==> src/rtl/dds_wave_synth.sv <==
// Single-clock DDS waveform synth: phase accumulator with octave shift, quarter-wave sine,
// triangle, square and saw outputs, debounced waveform select applied only at a phase wrap.
module dds_wave_synth #(
  parameter int PHASE_W   = 24,
  parameter int TUNE_W    = 16,
  parameter int OUT_W     = 8,
  parameter int LUT_AW    = 6,
  parameter int DB_CYCLES = 50000
) (
  input  logic              clk,
  input  logic              rst,
  input  logic              en,
  input  logic [TUNE_W-1:0] tune,
  input  logic [1:0]        octave,
  input  logic              sel,
  output logic [OUT_W-1:0]  wav,
  output logic [1:0]        wave_id,
  output logic              cycle_start
);

  localparam int TOP_W = (OUT_W + 1 > LUT_AW + 2) ? OUT_W + 1 : LUT_AW + 2;
  localparam int CNT_W = (DB_CYCLES > 2) ? $clog2(DB_CYCLES) : 1;
  localparam logic [CNT_W-1:0] DB_LAST = CNT_W'(DB_CYCLES - 1);
  localparam logic [OUT_W-1:0] MID     = {1'b1, {(OUT_W-1){1'b0}}};

  // Elaboration-time sine table entry: round((2^(OUT_W-1)-1) * sin(pi/2 * (k+0.5) / 2^LUT_AW))
  function automatic int sine_q(input int k);
    real x;
    real term;
    real s;
    x    = 1.5707963267948966 * (real'(k) + 0.5) / (2.0 ** LUT_AW);
    term = x;
    s    = x;
    for (int n = 1; n < 12; n++) begin
      term = -term * x * x / real'((2 * n) * (2 * n + 1));
      s    = s + term;
    end
    return $rtoi(s * ((2.0 ** (OUT_W - 1)) - 1.0) + 0.5);
  endfunction

  logic [OUT_W-1:0] sine_lut [2**LUT_AW];
  for (genvar k = 0; k < 2**LUT_AW; k++) begin : g_lut
    localparam int QV = sine_q(k);
    assign sine_lut[k] = OUT_W'(QV);
  end

  logic [PHASE_W-1:0] phase;
  logic               carry;
  logic [PHASE_W-1:0] inc;
  logic [PHASE_W:0]   sum;
  logic               wrap;

  assign inc  = {{(PHASE_W-TUNE_W){1'b0}}, tune} << octave;
  assign sum  = {1'b0, phase} + {1'b0, inc};
  assign wrap = en & sum[PHASE_W];

  always_ff @(posedge clk or negedge rst) begin
    if (!rst) begin
      phase <= '0;
      carry <= 1'b0;
    end else if (en) begin
      {carry, phase} <= sum;
    end else begin
      carry <= 1'b0;
    end
  end

  logic             sel_s1;
  logic             sel_s2;
  logic             sel_stable;
  logic [CNT_W-1:0] db_cnt;
  logic             press;

  assign press = (sel_s2 != sel_stable) && (db_cnt == DB_LAST) && sel_s2;

  always_ff @(posedge clk or negedge rst) begin
    if (!rst) begin
      sel_s1     <= 1'b0;
      sel_s2     <= 1'b0;
      sel_stable <= 1'b0;
      db_cnt     <= '0;
    end else begin
      sel_s1 <= sel;
      sel_s2 <= sel_s1;
      if (sel_s2 == sel_stable) begin
        db_cnt <= '0;
      end else if (db_cnt == DB_LAST) begin
        db_cnt     <= '0;
        sel_stable <= sel_s2;
      end else begin
        db_cnt <= db_cnt + 1'b1;
      end
    end
  end

  logic [1:0] pending_sel;
  logic [1:0] active_sel;

  // With no audio playing (frozen or zero increment) the switch cannot glitch, so apply at once
  always_ff @(posedge clk or negedge rst) begin
    if (!rst) begin
      pending_sel <= 2'd0;
      active_sel  <= 2'd0;
    end else begin
      pending_sel <= pending_sel + 2'(press);
      if (!en || (inc == '0) || wrap)
        active_sel <= pending_sel;
    end
  end

  assign wave_id = active_sel;

  // ---- stage 1: capture phase top bits, waveform and wrap flag ----
  logic [TOP_W-1:0] top_p1;
  logic [1:0]       sel_p1;
  logic             carry_p1;

  always_ff @(posedge clk or negedge rst) begin
    if (!rst) begin
      top_p1   <= '0;
      sel_p1   <= 2'd0;
      carry_p1 <= 1'b0;
    end else begin
      top_p1   <= phase[PHASE_W-1 -: TOP_W];
      sel_p1   <= active_sel;
      carry_p1 <= carry;
    end
  end

  logic [1:0]        quad_p1;
  logic [LUT_AW-1:0] idx_p1;
  logic [LUT_AW-1:0] lut_addr_p1;
  logic [OUT_W-1:0]  q_p1;
  logic [OUT_W-1:0]  tri_r_p1;
  logic [OUT_W-1:0]  sample_p1;

  assign quad_p1     = top_p1[TOP_W-1 -: 2];
  assign idx_p1      = top_p1[TOP_W-3 -: LUT_AW];
  assign lut_addr_p1 = quad_p1[0] ? ~idx_p1 : idx_p1;
  assign q_p1        = sine_lut[lut_addr_p1];
  assign tri_r_p1    = top_p1[TOP_W-2 -: OUT_W];

  always_comb begin
    sample_p1 = MID;
    case (sel_p1)
      2'd0:    sample_p1 = quad_p1[1] ? (MID - 1'b1 - q_p1) : (MID + q_p1);
      2'd1:    sample_p1 = top_p1[TOP_W-1] ? ~tri_r_p1 : tri_r_p1;
      2'd2:    sample_p1 = top_p1[TOP_W-1] ? '0 : '1;
      default: sample_p1 = top_p1[TOP_W-1 -: OUT_W];
    endcase
  end

  // ---- stage 2: registered DAC sample and period strobe ----
  always_ff @(posedge clk or negedge rst) begin
    if (!rst) begin
      wav         <= MID;
      cycle_start <= 1'b0;
    end else begin
      wav         <= sample_p1;
      cycle_start <= carry_p1;
    end
  end

endmodule

==> config.mk <==
export PLATFORM = sky130hd
export DESIGN_NAME = dds_wave_synth
export DESIGN_NICKNAME = d
export VERILOG_FILES = /design/src/rtl/dds_wave_synth.sv
export SDC_FILE = /design/constraint.sdc
export NUM_CORES = 1
export LEC_CHECK = 0
export CORE_ASPECT_RATIO = 1.4
export CORE_MARGIN = 8
export CORE_UTILIZATION = 50
export DETAILED_ROUTE_END_ITERATION = 6
export PLACE_DENSITY = 0.69
export SLEW_MARGIN = 30
export SYNTH_ARGS = -nofsm -noshare
export SYNTH_HDL_FRONTEND = slang
export SYNTH_SLANG_ARGS = --single-unit
==> constraint.sdc <==
create_clock -name clk -period 4.6 [get_ports clk]
set_input_delay 0.69 -clock clk [delete_from_list [all_inputs] [get_ports clk]]
set_output_delay 0.69 -clock clk [all_outputs]
set_load 0.01 [all_outputs]
==> metrics.cfg <==
[min_path]
hold_path_depth = 0
min_path_type = register to register

[sta]
timing.final.crit_share = 0.8313
max_freq_mhz = 261.5
fin_crit_ns = 3.824
worst_pin_slew_ns = 0.9085
fin_hold_ws_ns = 0.3474
finalHoldViolCount = 0
finClkSkew_ns = 0.01088
setup_viol = 0
grt_setup_unrepaired = false
slew_headroom = 0.3943
tns_ns = 0
drv_slew = 0

[routing]
viasPerCell = 6.128
ant_nets = 0
routedWlPerCell_um = 17.54
drt_iter0_drc = 243
drc = 0
route.vias.total = 4584
drtPass1Iterations = 4
finalWirelength_um = 13120

[logic_synthesis]
seq_area_frac_synth = 0.3192
synth_area_per_cell_um2 = 9.161
synth_cell_type_count = 73
synth_fp_nets = 645
async_reset_ff_frac = 1.000
yosysTopAreaCell = dfrtp_1
synth_area_um2 = 5414
yosysTopAreaCellShare = 0.3143
synth-seq-cells = 69
ys.flop_type = dfrtp_1
yosysWarningCount = 0
synth_enable_flop_cells = 0
ys_top_cells_by_area = dfrtp_1 31%, ha_1 7.2%, a21oi_1 4.2%
synthCells = 591

[global_route]
grt_max_degree = 41
grt_pass1_wl_um = 22010
grtUsageTotal = 0.1828
grt_pass1_vias = 4574
grt-ovfl-total = 0
grt_antenna_before_repair = 0

[floorplan]
core_um2 = 10700
dieArea_um2 = 14460
die_height_um = 139.1
start_util = 0.5061
io_pins = 33
std_cell_rows = 45
die-width_um = 103.9

[placement]
numPortBuffers = 32
dpl.hpwl_um = 9937
place_congestion = 0.9330

[clocking]
path_clk_slew_ns = 0.06
clock_sinks = 69
cts_buffer_depth = 2
cts_inserted_buffers = 9
cts_resized = 0
cts.htree.levels = 3
tritoncts = built
cts-hold-fix-buffers = 0
cts_setup_buffers = 0
cts-root-buf = clkbuf_16
clk_latency_ns = 0.33

[power_and_ir_drop]
power.leakage_nw = 2.654
p_int_mw = 2.469
combPwrFrac = 0.579
netSwitchingFraction = 0.4476
clockPowerShare = 0.178
seq_power_share = 0.243
ir_drop_uv = 341.8
power_density_nw_per_um2 = 731.0
switchingPower_mw = 2.000

[setup_path]
crit_start = octave[0]
path_class = input pin to register
r2r-start = top_p1[7]$_DFF_PN0_
r2r_end = wav[2]$_DFF_PN0_
cp-start-kind = input pin
crit_path_end = wave_id[0]$_DFFE_PN0P_
critical_path_required_ns = 4.82
crit_path_max_fanout = 24
ff2ff_path_depth = 9
endpoint_kind = register
cp.arrival_ns = 4.04
r2r_slack_ns = 1.29

[layout]
drive_gt1_frac = 0.09226
fill_cells = 980
n_antenna_cell = 0
syn_to_final_growth_pct = 12.92
nNetsFinal = 656

[run_status]
outcome = complete, no violations

[job]
cap_violations = 0

how the worst min path moves through the flow:
stage               slack, ns              from                 end
floorplan                0.33   carry$_DFF_PN0_  carry_p1$_DFF_PN0_
global route             0.36  sel_s1$_DFF_PN0_    sel_s2$_DFF_PN0_
detailed placement       0.34  sel_s1$_DFF_PN0_    sel_s2$_DFF_PN0_
CTS                      0.35  sel_s1$_DFF_PN0_    sel_s2$_DFF_PN0_
global placement         0.33  sel_s1$_DFF_PN0_    sel_s2$_DFF_PN0_
finish                   0.35  sel_s1$_DFF_PN0_    sel_s2$_DFF_PN0_
cell usage after synthesis, types with 3 or more instances:
cell      count
a211oi_1      5
a21boi_0      3
a21o_1       13
a21oi_1      45
a221oi_1      4
a22oi_1       8
a31oi_1       6
a32oi_1       4
and2_1        5
and3_1       16
buf_1         3
buf_2        10
clkbuf_1     21
dfrtp_1      68
ha_1         31
inv_1        14
mux2_2       16
mux2i_1      16
mux4_1        4
mux4_2        5
nand2_1      34
nand2b_1      9
nand3_1      12
nand4_1       6
nor2_1       50
nor2b_1      16
nor3_1        9
o211ai_1      5
o21a_1        5
o21ai_0      38
o221ai_1      3
o22ai_1       5
o32ai_1       3
xnor2_1      24
xor2_1       22
per-stage QoR:
step	total power [mW]	area [µm²]	worst slack [ns]	util	cells
finish	4.469	6113	0.7762	0.5715	748
global placement	3.573	5766	0.5552	0.5389	732
CTS	4.456	6112	0.7984	0.5713	748
detailed placement	3.637	5766	0.4484	0.5389	732
global route	4.791	6113	0.6213	0.5715	748
floorplan	2.964	5414	1.148	-	591
cell type report:
cell class / count / area [µm²] / area share
Clock inverter: 7 / 121.4 / 0.01985
Inverter: 15 / 56.30 / 0.009210
Tap cell: 141 / 176.4 / 0.02886
Multi-Input combinational cell: 470 / 3452 / 0.5647
Sequential cell: 69 / 1729 / 0.2828
Clock buffer: 9 / 225.2 / 0.03684
Timing Repair Buffer: 37 / 352.8 / 0.05772
power by group through the flow:
stage,registers (mW),logic [mW],clock network (mW)
after floorplan,0.903,2.06,0
after global placement,1.08,2.49,0
after detailed placement,1.09,2.55,0
after CTS,1.08,2.56,0.810
after global routing,1.12,2.84,0.838
final,1.09,2.59,0.796
metal layers:
layer  wire length [µm]  track usage  vias to the layer above
met5                  0            0                        -
met4                424      0.08722                        0
met3                393      0.03163                       35
met2               7159       0.3398                      103
met1               5143       0.1937                     2243
li1                   -            -                     2203
cells in the final DEF (no fill, tap or decap), drive strengths merged, types with 12 or more instances in the layout:
cell           Yosys  final
mux2i             16     16
dfrtp             68     68
xnor2             24     24
clkdlybuf4s50      0     31
nor2              50     50
a21oi             45     45
a21o              13     13
inv               14     15
ha                31     31
o21ai             39     39
xor2              22     22
nand2             34     34
nor2b             16     16
mux2              18     18
and3              16     16
nand3             12     12
worst max-delay path, stage by stage:
cell and delay (ns):
clkdlybuf4s50_1 0.45, buf_4 0.29, mux4_1 0.63, ha_1 0.38
a21oi_1 0.25, a221oi_1 0.14, a21boi_2 0.27, a31oi_1 0.15
a21bo_2 0.29, a21boi_4 0.19, mux2_4 0.32
cell families after synthesis:
logic type                 after synthesis  share of synthesized area
buffers and inverters                   52                    0.04322
muxes                                   43                     0.1086
adders and majority gates               32                    0.07534
xor gates and xnor gates                46                    0.07442
and+or+nand+nor                        172                     0.1611
AOI/OAI and AO/OA                      177                     0.2182
DFF                                     69                     0.3192
flip-flops by register name (all words and copies together), names as in the netlist:
register     count
phase           24
db_cnt          16
top_p1           9
wav              8
pending_sel      2
sel_p1           2
wave_id          2
carry            1
carry_p1         1
cycle_start      1
sel_s1           1
sel_s2           1
sel_stable       1
Power figures use the tool's default switching activity.
